**config.mk**
```make
export PLATFORM = sky130hd
export DESIGN_NAME = blowfish128_dec_core_flat
export DESIGN_NICKNAME = d
export VERILOG_FILES = /design/src/rtl/blowfish128_dec_core_if.sv /design/src/rtl/blowfish128_dec_core.sv /design/src/flat_wrapper.sv
export SDC_FILE = /design/constraint.sdc
export NUM_CORES = 1
export LEC_CHECK = 0
export BUFFER_PORTS_ARGS = -buffer_cell sky130_fd_sc_hd__buf_4
export CORE_AREA = 2 2 404 406
export DETAILED_ROUTE_END_ITERATION = 8
export DIE_AREA = 0 0 406 408
export GPL_TIMING_DRIVEN = 0
export PLACE_DENSITY_LB_ADDON = 0.05
export SLEW_MARGIN = 20
export SYNTH_ARGS = -nofsm -noshare
export SYNTH_HDL_FRONTEND = slang
export SYNTH_SLANG_ARGS = --single-unit
```
**constraint.sdc**
```tcl
create_clock -name Clk -period 7.1 [get_ports Clk]
set_input_delay 1.065 -clock Clk [delete_from_list [all_inputs] [get_ports Clk]]
set_output_delay 1.065 -clock Clk [all_outputs]
set_load 0.02 [all_outputs]
```
**src/rtl/blowfish128_dec_core_if.sv**
```systemverilog
// blowfish128_dec_core_if: F-function request/response handshake.
// master drives X/ffunc_enable, slave returns Y/ffunc_ready.
interface blowfish128_dec_core_if #(
  parameter int HALF_W = 64
);
  logic [HALF_W-1:0] X;
  logic              ffunc_enable;
  logic [HALF_W-1:0] Y;
  logic              ffunc_ready;

  modport master (
    output X,
    output ffunc_enable,
    input  Y,
    input  ffunc_ready
  );

  modport slave (
    input  X,
    input  ffunc_enable,
    output Y,
    output ffunc_ready
  );
endinterface

```
**src/rtl/blowfish128_dec_core.sv**
```systemverilog
// blowfish128_dec_core: 128-bit Feistel decryption engine, external F.
// Macro BLOWFISH128_DEC_STATUS_EN adds busy/round_idx status outputs.
module blowfish128_dec_core #(
  parameter int NROUNDS = 8,
  parameter int HALF_W  = 64
) (
  input  logic                Clk,
  input  logic                Rst,
  input  logic                Enable,
  input  logic [2*HALF_W-1:0] cipherText,
  input  logic                skey_ready,
  input  logic [31:0]         P1,
  input  logic [31:0]         P2,
  input  logic [31:0]         P3,
  input  logic [31:0]         P4,
  input  logic [31:0]         P5,
  input  logic [31:0]         P6,
  input  logic [31:0]         P7,
  input  logic [31:0]         P8,
  input  logic [31:0]         P9,
  input  logic [31:0]         P10,
  input  logic [31:0]         P11,
  input  logic [31:0]         P12,
  input  logic [31:0]         P13,
  input  logic [31:0]         P14,
  input  logic [31:0]         P15,
  input  logic [31:0]         P16,
  input  logic [31:0]         P17,
  input  logic [31:0]         P18,
  input  logic [31:0]         P19,
  input  logic [31:0]         P20,
  output logic [2*HALF_W-1:0] plainText,
  output logic                plainReady,
  blowfish128_dec_core_if.master ffunc
`ifdef BLOWFISH128_DEC_STATUS_EN
  ,
  output logic                busy,
  output logic [3:0]          round_idx
`endif
);

  typedef enum logic [2:0] {
    S_IDLE,
    S_XOR,
    S_WAIT,
    S_SWAP,
    S_FINAL,
    S_DONE
  } state_t;

  state_t state_q, state_d;

  logic [HALF_W-1:0]   lh_q, lh_d;
  logic [HALF_W-1:0]   rh_q, rh_d;
  logic [HALF_W-1:0]   x_q, x_d;
  logic [3:0]          cnt_q, cnt_d;
  logic [2*HALF_W-1:0] pt_q, pt_d;
  logic                rdy_q, rdy_d;
  logic                fen_q, fen_d;

  logic [HALF_W-1:0] key [10];
  logic [HALF_W-1:0] krnd;
  logic              last_rnd;
  logic              start;

  assign key[0] = {P1, P2};
  assign key[1] = {P3, P4};
  assign key[2] = {P5, P6};
  assign key[3] = {P7, P8};
  assign key[4] = {P9, P10};
  assign key[5] = {P11, P12};
  assign key[6] = {P13, P14};
  assign key[7] = {P15, P16};
  assign key[8] = {P17, P18};
  assign key[9] = {P19, P20};

  // Rounds walk the schedule backwards: K10 first, K3 last.
  assign krnd     = key[4'd9 - cnt_q];
  assign last_rnd = (cnt_q == 4'(NROUNDS - 1));
  assign start    = Enable && skey_ready;

  // State register.
  always_ff @(posedge Clk) begin
    if (Rst) state_q <= S_IDLE;
    else     state_q <= state_d;
  end

  // Next-state logic.
  always_comb begin
    state_d = state_q;
    unique case (state_q)
      S_IDLE:  if (start) state_d = S_XOR;
      S_XOR:   state_d = S_WAIT;
      S_WAIT:  if (ffunc.ffunc_ready) state_d = S_SWAP;
      S_SWAP:  state_d = last_rnd ? S_FINAL : S_XOR;
      S_FINAL: state_d = S_DONE;
      S_DONE:  if (!Enable) state_d = S_IDLE;
      default: state_d = S_IDLE;
    endcase
  end

  // Datapath and output next-state values.
  always_comb begin
    lh_d  = lh_q;
    rh_d  = rh_q;
    x_d   = x_q;
    cnt_d = cnt_q;
    pt_d  = pt_q;
    rdy_d = rdy_q;
    fen_d = fen_q;
    unique case (state_q)
      S_IDLE: begin
        if (start) begin
          lh_d  = cipherText[2*HALF_W-1:HALF_W];
          rh_d  = cipherText[HALF_W-1:0];
          cnt_d = 4'd0;
        end
      end
      S_XOR: begin
        lh_d  = lh_q ^ krnd;
        x_d   = lh_q ^ krnd;
        fen_d = 1'b1;
      end
      S_WAIT: begin
        if (ffunc.ffunc_ready) begin
          fen_d = 1'b0;
          rh_d  = rh_q ^ ffunc.Y;
        end
      end
      S_SWAP: begin
        if (!last_rnd) begin
          lh_d  = rh_q;
          rh_d  = lh_q;
          cnt_d = cnt_q + 4'd1;
        end
      end
      S_FINAL: begin
        pt_d  = {lh_q ^ key[0], rh_q ^ key[1]};
        rdy_d = 1'b1;
      end
      S_DONE: begin
        if (!Enable) rdy_d = 1'b0;
      end
      default: ;
    endcase
  end

  // Datapath registers.
  always_ff @(posedge Clk) begin
    if (Rst) begin
      lh_q  <= '0;
      rh_q  <= '0;
      x_q   <= '0;
      cnt_q <= '0;
      pt_q  <= '0;
      rdy_q <= 1'b0;
      fen_q <= 1'b0;
    end else begin
      lh_q  <= lh_d;
      rh_q  <= rh_d;
      x_q   <= x_d;
      cnt_q <= cnt_d;
      pt_q  <= pt_d;
      rdy_q <= rdy_d;
      fen_q <= fen_d;
    end
  end

  assign plainText          = pt_q;
  assign plainReady         = rdy_q;
  assign ffunc.X            = x_q;
  assign ffunc.ffunc_enable = fen_q;

`ifdef BLOWFISH128_DEC_STATUS_EN
  assign busy      = (state_q == S_XOR) || (state_q == S_WAIT) ||
                     (state_q == S_SWAP) || (state_q == S_FINAL);
  assign round_idx = cnt_q;
`endif

endmodule

```
**src/flat_wrapper.sv**
```systemverilog
// flat-port wrapper written by rule: the top's interface ports become plain ports
module blowfish128_dec_core_flat 
#(
  parameter int NROUNDS = 8,
  parameter int HALF_W  = 64
)
  (Clk, Rst, Enable, cipherText, skey_ready, P1, P2, P3, P4, P5, P6, P7, P8, P9, P10, P11, P12, P13, P14, P15, P16, P17, P18, P19, P20, plainText, plainReady, ffunc_X, ffunc_ffunc_enable, ffunc_Y, ffunc_ffunc_ready);
  blowfish128_dec_core_if #(.HALF_W(HALF_W)) ffunc_i ();
  input  logic Clk;
  input  logic Rst;
  input  logic Enable;
  input  logic [2*HALF_W-1:0] cipherText;
  input  logic skey_ready;
  input  logic [31:0] P1;
  input  logic [31:0] P2;
  input  logic [31:0] P3;
  input  logic [31:0] P4;
  input  logic [31:0] P5;
  input  logic [31:0] P6;
  input  logic [31:0] P7;
  input  logic [31:0] P8;
  input  logic [31:0] P9;
  input  logic [31:0] P10;
  input  logic [31:0] P11;
  input  logic [31:0] P12;
  input  logic [31:0] P13;
  input  logic [31:0] P14;
  input  logic [31:0] P15;
  input  logic [31:0] P16;
  input  logic [31:0] P17;
  input  logic [31:0] P18;
  input  logic [31:0] P19;
  input  logic [31:0] P20;
  output logic [2*HALF_W-1:0] plainText;
  output logic plainReady;
  output wire logic [$bits(ffunc_i.X)-1:0] ffunc_X;
  output wire logic [$bits(ffunc_i.ffunc_enable)-1:0] ffunc_ffunc_enable;
  input wire logic [$bits(ffunc_i.Y)-1:0] ffunc_Y;
  input wire logic [$bits(ffunc_i.ffunc_ready)-1:0] ffunc_ffunc_ready;
  assign ffunc_X = ffunc_i.X;
  assign ffunc_ffunc_enable = ffunc_i.ffunc_enable;
  assign ffunc_i.Y = ffunc_Y;
  assign ffunc_i.ffunc_ready = ffunc_ffunc_ready;
  blowfish128_dec_core #(.NROUNDS(NROUNDS), .HALF_W(HALF_W)) u_core (.Clk(Clk), .Rst(Rst), .Enable(Enable), .cipherText(cipherText), .skey_ready(skey_ready), .P1(P1), .P2(P2), .P3(P3), .P4(P4), .P5(P5), .P6(P6), .P7(P7), .P8(P8), .P9(P9), .P10(P10), .P11(P11), .P12(P12), .P13(P13), .P14(P14), .P15(P15), .P16(P16), .P17(P17), .P18(P18), .P19(P19), .P20(P20), .plainText(plainText), .plainReady(plainReady), .ffunc(ffunc_i));
endmodule
```
==> metrics.csv <==
stage;metric;value;unit
synthesis;yosys.area.top_type_share;29.7;%
sta;finalHoldViolCount;0;
critical_path;path_cells;buf_4 -> buf_6 -> buf_6 -> inv_1 -> ha_1 -> buf_2 -> buf_2 -> buf_2 -> nand2_1 -> o22ai_1 -> o31ai_1 -> xnor2_1 -> o21ai_0;
routing;vias_per_cell;4.38;
sta;clock.fmax;202;MHz
global_routing;grt_pass1_vias;27600;
min_path;min_from;u_core.ffunc.X[18];
routing;wl_met2;103000;um
clocking;cts.hold.buffers_added;0;
sta;fin_crit_sh;69.7;%
routing;post_drt_wl_per_cell;34.4;um
min_path;hp-class;reg2reg;
routing;num_vias;26600;
layout;syn_to_final_growth;56.2;%
run;max_cap_viol_count;0;
placement;pre_cts_ws;1.96;ns
clocking;cts_made_buffers;50;
critical_path;worst-path-max-fanout;12;
synthesis;yosys_warnings;0;
global_routing;antenna_found_initial;30;
synthesis;synth-seq-cells;329;
routing;dr.pass1.iters;6;
routing;antenna_left;0;
floorplan;die_w;406;um
floorplan;die_area;166000;um^2
power;pwr_density_cell;196;nW/um^2
sta;worst_pin_slew;1.26;ns
critical_path;crit_type;reg2reg;
clocking;cts_tree;yes;
clocking;clk_latency;0.64;ns
sta;drv_slew;0;
synthesis;synth_area_leader_cell;dfxtp_1;
floorplan;initial_utilization;13.7;%
placement;place_hpwl;164000;um
critical_path;path_common_cell;buf_2;
synthesis;syn_avg_cell_area;8.12;um^2
routing;top_layer;met5;
synthesis;synth_cells;2734;
routing;wl_met3;11800;um
synthesis;synth_area;22200;um^2
placement;io_buffer_count;1030;
layout;nFillCells;18300;
critical_path;endpoint_kind;register;
routing;wirelength;209000;um
critical_path;r2r-start;u_core.cnt_q[1];
critical_path;cp-startpoint;u_core.cnt_q[1];
clocking;clock_path_buffers;3;
floorplan;rows;148;
clocking;cts_setup_buffers;0;
synthesis;synth_top_cells_by_count;nor2_1 (359), dfxtp_1 (329), mux2i_1 (251);
critical_path;worstSetupStartpointType;register;
sta;fin_worst_skew;0.0208;ns
placement;placed_cell_area;32900;um^2
layout;drive_above_1_share;34.4;%
synthesis;synth_most_common_cell;nor2_1;
critical_path;cp.arrival;5.43;ns
synthesis;ys_async_sr_fraction;0;%
clocking;cts.sinks;329;
routing;first_iter_violations;1684;
routing;drc;0;
sta;report.final.setup_viol;0;
placement;place_congestion;0.798;
routing;wl_met1;89500;um
synthesis;synth_edf_count;0;
sta;setup_slack;2.15;ns
floorplan;core;162000;um^2
clocking;root_buffer;clkbuf_16;
critical_path;critPathRequiredTime;7.58;ns
sta;setup_tns;0;ns
global_routing;grt-ovfl-total;0;
synthesis;yosys-top-cells-area;dfxtp_1 (30%), mux2i_1 (11%), xnor2_1 (6.5%), nor2_1 (6.1%), a211oi_1 (4.4%);
power;ir_drop;0.167;mV
clocking;htree_levels;2;
critical_path;worst_path_largest_cell_delay;0.84;ns
clocking;clkTransAtPathRegs;0.06;ns
synthesis;syn_nets;3574;
synthesis;yosysSeqAreaShare;29.7;%
status;status;completed;
sta;relSlewSlack;15.9;%
synthesis;ys_types;53;
synthesis;synth_flop_cell;dfxtp_1;
critical_path;crit_path_top_delay_cell;o22ai_1;
floorplan;ioPinCount;1031;
layout;stdcell_area;34700;um^2
sta;rsz0062_at_grt;no;
floorplan;die_h;408;um
clocking;cts_resized;0;
global_routing;grt_max_degree;13;
global_routing;grt_pass1_wl;268000;um
sta;fin_crit;4.95;ns
power;p_leak;13.4;nW
global_routing;grt_usage;24.2;%
layout;finalNetCount;4667;
## final cells by class
cell class	instances	area [um^2]	area share [%]
buffer	276	1200	3.46
multi-input combinational	2111	14400	41.6
clock inverter	14	150	0.433
tap	2175	2720	7.85
antenna	19	47.5	0.137
sequential	329	6590	19.0
timing repair buffer	1041	7930	22.9
inverter	18	67.6	0.195
clock buffer	77	1560	4.49
## placed cells by master (no fill, tap or decap), types with 36 or more instances in the layout
master	n
dfxtp_1	329
nor2_1	358
mux2_2	69
mux2i_1	251
o21ai_0	120
clkbuf_1	169
xnor2_1	165
a31oi_1	44
nand2_1	233
a311oi_1	57
o211ai_1	70
buf_2	56
a221oi_1	43
a22oi_1	107
a211oi_1	129
a21oi_1	113
nand3_1	117
mux4_2	36
buf_4	1036
or3_1	43
clkbuf_16	53
and3_1	44
## report_power, final
part           switching, mW  internal (mW)  total, mW
clock                   1.10           1.61       2.71
combinational           1.17          0.790       1.96
sequential             0.166           1.98       2.15
## worst paths after layout
| kind | to | slack, ns | depth (start not counted) |
|---|---|---|---|
| setup / recovery | u_core.ffunc.X[6] | 2.15 | 13 |
| hold / removal | u_core.ffunc.X[18] | 0.46 | 2 |
| setup reg to reg | u_core.ffunc.X[6] | 2.15 | 13 |
| hold reg to reg | u_core.ffunc.X[18] | 0.46 | 2 |
## flip-flops by register name (all words and copies together), names as in the netlist
name and count:
u_core.plainText 128, u_core.ffunc.X 64, u_core.lh_q 64, u_core.rh_q 64, u_core.cnt_q 4, u_core.state_q 3, u_core.ffunc.ffunc_enable 1, u_core.plainReady 1
## cell families after synthesis
logic type | count (synthesis) | synth area share [%]
AOI/OAI and AO/OA | 739 | 23.0
adders and majority gates | 3 | 0.169
muxes | 356 | 18.5
xor gates and xnor gates | 167 | 6.59
DFF | 329 | 29.7
and+or+nand+nor | 846 | 16.5
buffers and inverters | 294 | 5.54
## routing by layer
layer	global-route usage, %	vias to the layer above
met4	5.00	20
met1	30.2	13100
met3	4.74	176
li1	-	12300
met5	0	-
met2	42.9	970
## critical path, delay by kind of cell (launching register included)
| family | cells | cell delay (ns) |
|---|---|---|
| buf+inv | 7 | 2.23 |
| compound gates | 3 | 1.16 |
| simple gates | 1 | 0.45 |
| flops | 1 | 0.38 |
| fa+ha+maj | 1 | 0.28 |
| xor+xnor | 1 | 0.25 |
## metrics by stage
stage / utilization (%) / total power [mW] / cells / hold slack [ns]
5_1_grt: 21.4 / 7.13 / 6046 / 0.487
4_1_cts: 21.4 / 6.95 / 6040 / 0.467
3_3_place_gp: 20.2 / 4.17 / 5939 / 0.440
3_5_place_dp: 20.4 / 4.18 / 5949 / 0.452
6_report: 21.5 / 6.81 / 6060 / 0.463
2_1_floorplan: - / 3.00 / 2734 / 0.488
No activity file was read; power rests on OpenSTA's default activity.
